--- config.mk ---
export PLATFORM = sky130hd
export DESIGN_NAME = counter_cmd_generator
export DESIGN_NICKNAME = d
export VERILOG_FILES = /design/src/rtl/counter_cmd_generator_pkg.sv /design/src/rtl/counter_cmd_generator_key_debouncer.sv /design/src/rtl/counter_cmd_generator.sv
export SDC_FILE = /design/constraint.sdc
export NUM_CORES = 1
export LEC_CHECK = 0
export CORE_UTILIZATION = 40
export CTS_BUF_LIST = sky130_fd_sc_hd__clkbuf_4 sky130_fd_sc_hd__clkbuf_8 sky130_fd_sc_hd__clkbuf_16
export CTS_CLUSTER_SIZE = 12
export DETAILED_ROUTE_END_ITERATION = 12
export HOLD_SLACK_MARGIN = 0.06
export PLACE_DENSITY = 0.54
export SETUP_SLACK_MARGIN = 0.5
export SYNTH_ARGS = -nofsm -noshare
export SYNTH_HDL_FRONTEND = slang
export SYNTH_SLANG_ARGS = --single-unit
--- constraint.sdc ---
create_clock -name Clock -period 2.5 [get_ports Clock]
set_input_delay 0.25 -clock Clock [delete_from_list [all_inputs] [get_ports Clock]]
set_output_delay 0.25 -clock Clock [all_outputs]
set_load 0.01 [all_outputs]
--- src/rtl/counter_cmd_generator_pkg.sv ---
// Shared types and constants for counter_cmd_generator.
//   cmd_t     : command code presented on Cmd
//   state_t   : command FSM states
//   KEY_*     : bit index of each key within Keys
//   key_to_cmd: maps a key index to its command code
package counter_cmd_pkg;

  typedef enum logic [1:0] {
    CMD_CLEAR = 2'd0,
    CMD_ADD1  = 2'd1,
    CMD_ADD2  = 2'd2,
    CMD_SUB1  = 2'd3
  } cmd_t;

  typedef enum logic [2:0] {
    ST_IDLE     = 3'd0,
    ST_FIRE     = 3'd1,
    ST_HOLD     = 3'd2,
    ST_FIRE_R   = 3'd3,
    ST_REPEAT   = 3'd4,
    ST_WAIT_REL = 3'd5
  } state_t;

  localparam logic [1:0] KEY_ADD1  = 2'd0;
  localparam logic [1:0] KEY_ADD2  = 2'd1;
  localparam logic [1:0] KEY_SUB1  = 2'd2;
  localparam logic [1:0] KEY_CLEAR = 2'd3;

  function automatic cmd_t key_to_cmd(input logic [1:0] key);
    cmd_t code;
    case (key)
      KEY_ADD1: code = CMD_ADD1;
      KEY_ADD2: code = CMD_ADD2;
      KEY_SUB1: code = CMD_SUB1;
      default:  code = CMD_CLEAR;
    endcase
    return code;
  endfunction

endpackage

--- src/rtl/counter_cmd_generator_key_debouncer.sv ---
// key_debouncer: two-flop synchronizer followed by a stability counter for
// one raw key.
//   clock     : system clock
//   reset     : async active-high reset
//   raw_key   : raw key, asynchronous to clock
//   debounced : filtered key state
// The debounced state flips only after the synchronized value has differed
// from it for DEBOUNCE_CYCLES consecutive cycles.
module key_debouncer
  import counter_cmd_pkg::*;
#(
  parameter logic [15:0] DEBOUNCE_CYCLES = 16'd50000
) (
  input  logic clock,
  input  logic reset,
  input  logic raw_key,
  output logic debounced
);

  logic        sync_1;
  logic        sync_2;
  logic [15:0] stable_cnt;

  always_ff @(posedge clock or posedge reset) begin
    if (reset) begin
      sync_1     <= 1'b0;
      sync_2     <= 1'b0;
      stable_cnt <= '0;
      debounced  <= 1'b0;
    end else begin
      sync_1 <= raw_key;
      sync_2 <= sync_1;
      if (sync_2 == debounced) begin
        stable_cnt <= '0;
      end else if (stable_cnt >= DEBOUNCE_CYCLES - 16'd1) begin
        debounced  <= sync_2;
        stable_cnt <= '0;
      end else begin
        stable_cnt <= stable_cnt + 16'd1;
      end
    end
  end

endmodule

--- src/rtl/counter_cmd_generator.sv ---
// counter_cmd_generator: turns four raw pushbuttons into single-cycle
// command strobes for the modulo counter.
//   Clock    : system clock, rising edge
//   Reset    : async active-high reset
//   Keys     : raw keys [0]=add1 [1]=add2 [2]=sub1 [3]=clear
//   Cmd      : command code, meaningful while CmdValid is high
//   CmdValid : one-cycle command strobe
//   Busy     : FSM is not idle
// Build option: define CMD_AUTOREPEAT_EN to compile in hold-to-repeat
// (HOLD / FIRE_R / REPEAT states and the repeat timer).
module counter_cmd_generator
  import counter_cmd_pkg::*;
#(
  parameter logic [15:0] DEBOUNCE_CYCLES = 16'd50000,
  parameter logic [23:0] REPEAT_DELAY    = 24'd5000000,
  parameter logic [23:0] REPEAT_PERIOD   = 24'd2500000
) (
  input  logic       Clock,
  input  logic       Reset,
  input  logic [3:0] Keys,
  output logic [1:0] Cmd,
  output logic       CmdValid,
  output logic       Busy
);

  if (DEBOUNCE_CYCLES < 16'd2) begin : g_bad_debounce
    $error("DEBOUNCE_CYCLES must be at least 2");
  end
  if (REPEAT_DELAY == 24'd0 || REPEAT_PERIOD == 24'd0) begin : g_bad_repeat
    $error("REPEAT_DELAY and REPEAT_PERIOD must be at least 1");
  end

  logic [3:0] db_keys;
  logic       any_key;
  logic [1:0] pri_key;
  logic [1:0] sel_key;
  state_t     state;
  state_t     state_nx;

  for (genvar i = 0; i < 4; i++) begin : g_key
    key_debouncer #(
      .DEBOUNCE_CYCLES(DEBOUNCE_CYCLES)
    ) u_debouncer (
      .clock    (Clock),
      .reset    (Reset),
      .raw_key  (Keys[i]),
      .debounced(db_keys[i])
    );
  end

  assign any_key = |db_keys;

  always_comb begin
    pri_key = KEY_ADD1;
    if (db_keys[KEY_CLEAR])     pri_key = KEY_CLEAR;
    else if (db_keys[KEY_SUB1]) pri_key = KEY_SUB1;
    else if (db_keys[KEY_ADD2]) pri_key = KEY_ADD2;
  end

`ifdef CMD_AUTOREPEAT_EN
  logic        sel_held;
  logic [23:0] timer;

  assign sel_held = db_keys[sel_key];
`endif

  always_comb begin
    state_nx = state;
    unique case (state)
      ST_IDLE:     if (any_key) state_nx = ST_FIRE;
`ifdef CMD_AUTOREPEAT_EN
      ST_FIRE:     state_nx = (sel_key == KEY_CLEAR) ? ST_WAIT_REL : ST_HOLD;
      ST_HOLD,
      ST_REPEAT: begin
        // Release wins over a coincident terminal count.
        if (!sel_held)          state_nx = ST_WAIT_REL;
        else if (timer == '0)   state_nx = ST_FIRE_R;
      end
      ST_FIRE_R:   state_nx = ST_REPEAT;
`else
      ST_FIRE:     state_nx = ST_WAIT_REL;
`endif
      ST_WAIT_REL: if (!any_key) state_nx = ST_IDLE;
      default:     state_nx = ST_IDLE;
    endcase
  end

  // sel_key resets to clear so that Cmd reads 0 straight out of reset.
  always_ff @(posedge Clock or posedge Reset) begin
    if (Reset) begin
      state    <= ST_IDLE;
      sel_key  <= KEY_CLEAR;
      CmdValid <= 1'b0;
    end else begin
      state    <= state_nx;
      CmdValid <= (state_nx == ST_FIRE) || (state_nx == ST_FIRE_R);
      if (state == ST_IDLE && any_key) sel_key <= pri_key;
    end
  end

`ifdef CMD_AUTOREPEAT_EN
  // Down-counter reloaded on entry to HOLD or REPEAT; parks at zero.
  always_ff @(posedge Clock or posedge Reset) begin
    if (Reset) begin
      timer <= '0;
    end else if (state_nx == ST_HOLD && state != ST_HOLD) begin
      timer <= REPEAT_DELAY - 24'd1;
    end else if (state_nx == ST_REPEAT && state != ST_REPEAT) begin
      timer <= REPEAT_PERIOD - 24'd1;
    end else if (timer != '0) begin
      timer <= timer - 24'd1;
    end
  end
`endif

  assign Cmd  = key_to_cmd(sel_key);
  assign Busy = (state != ST_IDLE);

endmodule

==> flow_summary.yaml, run 1 <==
placed_design:
  gp_congestion: 0.7933
  dp_hpwl_um: 4611
  port_buffers: 9
  place_area_um2: 4126
  dp.cells: 510
clock_network:
  insertion_delay_ns: 0.35
  ctsHoldBuffers: 0
  cts_setup_buffers: 0
  cts_inserted_buffers: 9
  clock-sinks: 82
  cts_tree: "built"
  cts_max_level: 3
  clk_pin_slew_ns: 0.09
  clk_path_buf_depth: 2
  clock_tree.root_cell: "clkbuf_8"
cells_and_area:
  layout.nets: 404
  multi_input_area_um2: 1725
  fillers: 920
  seq_area_um2: 2054
  diodes: 0
  syn2layout_area_growth_pct: 10.48
  stdcell_count: 526
  utilization_pct: 46.12
  layout-drive-gt1-share_pct: 11.34
  final_area_um2: 4302
floorplan:
  pin_count: 10
  die_y_um: 100.7
  num_rows: 35
  die_w_um: 100.7
  start_util_pct: 41.74
  core_area_um2: 9328
  dieArea_um2: 10130
detailed_routing:
  drt-total-wl_um: 6581
  vias_per_cell: 4.977
  first_pass_iters: 4
  vias: 2618
  drt_iter0_drc: 77
  wl_per_cell_um: 12.51
  ant_nets: 0
  drcViolationCount: 0
power_and_ir_drop:
  switching_share_pct: 25.14
  irDropWorstVdd_mv: 0.2493
  seq_power_share_pct: 58.5
  switchingPower_uw: 588.2
  finalPower_uw: 2339
  comb_power_share_pct: 4.2
  powerDensity_nw_per_um2: 543.8
  p_leak_uw: 0.001730
  p_int_uw: 1751
  pwr-share-clk_pct: 37.4
global_route:
  antenna_found_initial: 0
  grt-ovfl-total: 0
  grt_pass1_vias: 2510
  globalRouteTotalUtil_pct: 14.46
  grt_max_degree: 31
  grt_pass1_wl_um: 11430
setup_path:
  worstReg2RegStart: "g_key[3].u_debouncer.stable_cnt[0]"
  reg2regPathDepth: 5
  crit_required_ns: 2.25
  crit_path_end_kind: "primary output"
  cp_max_fo: 3
  criticalPathCategory: "reg2out"
  setup.worst_path.start_class: "flip-flop"
  worstPathArrival_ns: 1.65
  reg2reg_to: "g_key[3].u_debouncer.stable_cnt[14]"
  r2r_setup_slack_ns: 0.78
logic_synthesis:
  yosysTopAreaCellShare_pct: 51.41
  synthDistinctLibCells: 46
  async_flop_share_pct: 100.0
  synth_edf_count: 0
  postSynthAreaPerCell_um2: 10.38
  ys_seq_elements: 82
  synthTopCellsByArea: "dfrtp_1, xnor2_1, nor2_1"
  syn_inst: 375
  ys_warn_count: 0
  ys_seq_area_share_pct: 52.76
  synth.cell_area_um2: 3894
  netlist.top_cell.by_area: "dfrtp_1"
  synth_fp_nets: 387
  synth.top_cells.by_count: "dfrtp_1, nor2_1, xnor2_1, nand3_1, nor4_1"
  yosysMostFrequentCell: "dfrtp_1"
  synth_ff_type: "dfrtp_1"
run_status:
  outcome: "complete, no violations"
sta:
  min_period_ns: 1.904
  skew_ns: 0.008971
  rsz0062_at_grt: "false"
  timing.slew.headroom_pct: 60.36
  setup_tns_ns: 0
  worst_pin_slew_ns: 0.5892
  hold_violations: 0
  timing.fmax_mhz: 525.1
  finalMaxSlewViolations: 0
  setup_viol: 0
  finalCritPeriodShare_pct: 76.18
hold_path:
  min_path_type: "in2async"
flow_run:
  cap_violations: 0
[worst max-delay path by stage]
stage                                            start                                  end  slack (ns)  cells past startpoint
detailed placement                          sel_key[0]                               Cmd[0]        0.75                      4
global route                                  state[2]                                 Busy        0.54                      2
CTS                                         sel_key[0]                               Cmd[0]        0.56                      4
global placement                            sel_key[0]                               Cmd[0]        0.76                      4
floorplan           g_key[3].u_debouncer.stable_cnt[0]  g_key[3].u_debouncer.stable_cnt[14]        0.87                      5
finish                                        state[2]                                 Busy        0.60                      2
[sequential cells by signal (all words and copies together) (netlist names)]
register and flops:
g_key.u_debouncer.sync_2 4, state 3, g_key.u_debouncer.stable_cnt 64, CmdValid 1, sel_key 2, g_key.u_debouncer.debounced 4
g_key.u_debouncer.sync_1 4
[cell type report]
type	instances	area share [%]
sequential	82	47.76
multi-input combinational	272	40.11
tap	129	3.752
clock buffer	9	2.880
timing repair buffer	12	2.880
inverter	15	1.396
clock inverter	7	1.222
[timing repair]
action	in CTS	in global routing
setup endpoints to repair	2	1
gates cloned	0	0
pin swaps	0	0
resized for setup	2	1
[critical path, cell delays in order (launching register included)]
cell and delay (ns):
dfrtp_1 0.38, or3_1 0.42, clkdlybuf4s50_1 0.51
[power groups by stage]
stage	sequential, uW	combinational [uW]	clock (uW)
2_1_floorplan	1390	72.0	0
5_1_grt	1370	113	968
3_5_place_dp	1390	101	0
6_report	1370	97.1	874
4_1_cts	1370	102	912
3_3_place_gp	1390	98.7	0
[placed cells by master (no fill, tap or decap), types with 2 or more instances in the layout]
master           synthesis  final
dfrtp_1                 80     80
inv_1                   15     14
or2_2                    3      3
mux2_2                   4      4
clkinvlp_4               0      4
nand2_1                 17     17
and3_1                   6      6
xnor2_1                 44     44
ha_1                     6      6
xor2_1                  10     10
nand4_1                 13     13
nand3_1                 19     19
nor2_1                  65     65
o21bai_1                 3      3
buf_4                    1      2
clkdlybuf4s50_1          0      7
or4_4                    3      3
o211ai_1                 3      3
dfstp_2                  2      2
or3_1                    2      2
clkbuf_8                 0      9
a31oi_2                  2      2
nor3_1                  16     16
nor4_1                  19     19
clkinv_2                 0      2
a21oi_1                 12     12
nand2_2                  3      3
a211o_1                  2      2
[through the flow]
| stage | hold slack [ns] | setup slack (ns) |
|---|---|---|
| floorplan | 0.2814 | 0.8719 |
| global placement | 0.3364 | 0.7618 |
| detailed placement | 0.3465 | 0.7492 |
| CTS | 0.2954 | 0.5559 |
| global route | 0.3103 | 0.5378 |
| finish | 0.2903 | 0.5955 |
[kinds of logic after synthesis]
| family | Yosys count | share of synthesized area (%) |
|---|---|---|
| AO/OA/AOI/OAI | 32 | 6.138 |
| XOR/XNOR | 54 | 12.15 |
| adder cells (fa/ha/maj) | 6 | 1.928 |
| buffers and inverters | 21 | 2.924 |
| flip-flops | 82 | 52.76 |
| multiplexers | 4 | 1.157 |
| other | 1 | 0.09631 |
| AND/OR/NAND/NOR | 175 | 22.85 |
[per-layer routing]
metal | part of all wire, % | up-vias | track usage [%]
li1 | - | 1335 | -
met1 | 53 | 1243 | 20.28
met4 | 2.2 | 0 | 7.023
met2 | 43 | 26 | 21.39
met3 | 2.1 | 14 | 2.913
met5 | 0 | - | 0
(Power assumes the default switching activity.)
==> inputs of run 2 (changes only) <==
Settings changed: PLACE_DENSITY 0.54 to 0.52.
Clock period 2.5 ns to 1.8 ns, I/O delays scaled along.
==> flow_summary.yaml, run 2 (synthesis gave the netlist of run 1 again) <==
floorplan:
  core_area_um2: 9328
  start_util_pct: 41.74
  pin_count: 10
  die_y_um: 100.7
  dieArea_um2: 10130
  num_rows: 35
  die_w_um: 100.7
run_status:
  outcome: "complete, no violations"
global_route:
  antenna_found_initial: 0
  grtUsageMet1_pct: 23.43
  grt_pass1_vias: 2942
  busiest_layer: "met2"
  grt_use_met3_pct: 2.843
  grt-ovfl-total: 0
  globalRouteTotalUtil_pct: 17.24
  grt_max_degree: 83
  use_met2_pct: 27.45
  grt_pass1_wl_um: 13680
placed_design:
  port_buffers: 9
  gp_congestion: 0.7188
  dp_hpwl_um: 4572
  preCtsSetupSlack_ns: 0.1222
power_and_ir_drop:
  p_leak_uw: 0.002028
  comb_power_share_pct: 6.0
  p_int_uw: 2533
  powerDensity_nw_per_um2: 628.2
  switching_share_pct: 23.88
  seq_power_share_pct: 57.2
  irDropWorstVdd_mv: 0.3048
  pwr-share-clk_pct: 36.8
  switchingPower_uw: 794.8
cells_and_area:
  layout-drive-gt1-share_pct: 43.18
  largest_register: "g_key.u_debouncer.stable_cnt"
  diodes: 0
  final_common_cell: "dfrtp_1"
  largest_reg_flops: 64
  utilization_pct: 56.79
  layout.nets: 454
  syn2layout_area_growth_pct: 36.05
  final_cell_mix: "dfrtp_1, buf_4, xnor2_1, nor2_2, nor2_1"
clock_network:
  clk_path_buf_depth: 2
  clock_tree.root_cell: "clkbuf_8"
  cts_inserted_buffers: 9
  clock-sinks: 82
  ctsHoldBuffers: 0
  cts_max_level: 3
  insertion_delay_ns: 0.34
  clk_pin_slew_ns: 0.08
  cts_tree: "built"
sta:
  rsz0062_at_grt: "true"
  finalMaxSlewViolations: 0
  hold_violations: 0
  setup_viol: 0
  min_period_ns: 1.606
  fin_ws_ns: 0.1941
  timing.fmax_mhz: 622.7
  hold_ws_ns: 0.2682
  finalCritPeriodShare_pct: 89.22
  skew_ns: 0.009631
  setup_tns_ns: 0
setup_path:
  max_stage_delay_ns: 0.58
  cp_max_fo: 8
  cp-startpoint: "g_key[2].u_debouncer.stable_cnt[13]"
  worstPathArrival_ns: 1.87
  worstReg2RegStart: "g_key[2].u_debouncer.stable_cnt[13]"
  worstPathCellList: "or4_4, a31oi_4, nand2_4, nor2_1"
  setup.worst_path.start_class: "flip-flop"
  crit_path_end_kind: "flip-flop"
  criticalPathCategory: "reg2reg"
  crit_required_ns: 2.07
  crit_path_top_delay_cell: "or4_4"
detailed_routing:
  drt_iter0_drc: 94
  vias_per_cell: 5.071
  drcViolationCount: 0
  wl_per_cell_um: 14.17
  vias: 2921
  drt-total-wl_um: 8162
  ant_nets: 0
  first_pass_iters: 4
flow_run:
  cap_violations: 0
hold_path:
  min_path_type: "in2reg"
  worstHoldStart: "Keys[1]"
-- run 2: changes by cell type in the layout (fill, tap and decap cells not counted), sizes merged --
cell / before / now
clkdlybuf4s50: 7 / 5
clkdlybuf4s15: 1 / 0
clkbuf: 9 / 13
nand2: 21 / 25
buf: 3 / 52
inv: 16 / 14
clkinvlp: 4 / 1
clkinv: 2 / 3
-- run 2: final cells by class --
| type | instances | area [um2] |
|---|---|---|
| clock buffer | 13 | 160.2 |
| clock inverter | 3 | 15.01 |
| fill | 786 | 4030 |
| inverter | 15 | 60.06 |
| multi-input combinational | 276 | 2349 |
| sequential | 82 | 2063 |
| tap | 129 | 161.4 |
| timing repair buffer | 58 | 489.2 |
-- run 2: power groups by stage --
| stage | registers, uW | clock network (uW) | logic [uW] |
|---|---|---|---|
| 3_3_place_gp | 1940 | 0 | 144 |
| 6_report | 1900 | 1220 | 200 |
| 3_5_place_dp | 1940 | 0 | 142 |
| 5_1_grt | 1910 | 1360 | 226 |
| 2_1_floorplan | 1930 | 0 | 105 |
| 4_1_cts | 1900 | 1270 | 183 |
-- run 2: worst max-delay path: cells and delay by family, from the launching register on --
kind / cells / cell delay, ns
AND/OR/NAND/NOR: 3 / 0.87
flip-flops: 1 / 0.39
AO/OA/AOI/OAI: 1 / 0.29
-- run 2: final timing paths --
| check | end | slack, ns | depth (start not counted) |
|---|---|---|---|
| max | g_key[2].u_debouncer.stable_cnt[15] | 0.19 | 4 |
| min | g_key[1].u_debouncer.sync_1 | 0.27 | 1 |
| max reg2reg | g_key[2].u_debouncer.stable_cnt[15] | 0.19 | 4 |
| min reg2reg | g_key[0].u_debouncer.sync_2 | 0.35 | 0 |
| max in group asynchronous | sel_key[0] | 1.13 | 3 |
| min in group asynchronous | g_key[1].u_debouncer.sync_1 | 0.31 | 3 |
-- run 2: layer usage --
metal	share of wire [%]	vias to the layer above
li1	-	1438
met1	49	1447
met2	48	22
met3	1.7	14
met4	1.6	0
met5	0	-
-- run 2: per-stage QoR --
| step | total power (uW) | instance area [um2] | std cells |
|---|---|---|---|
| after floorplan | 2038 | 3973 | 375 |
| after global placement | 2082 | 4205 | 511 |
| after detailed placement | 2081 | 4205 | 511 |
| after CTS | 3357 | 4946 | 566 |
| after global routing | 3493 | 5298 | 576 |
| final | 3328 | 5298 | 576 |
-- run 2: repair_timing --
action                                  in CTS  in global routing
endpoints found under the setup margin      76                 72
resized for setup                           77                 63
setup buffers                               35                 10
cloned                                       4                  0
pin swaps                                   31                 24
hold endpoints to repair                     0                  0
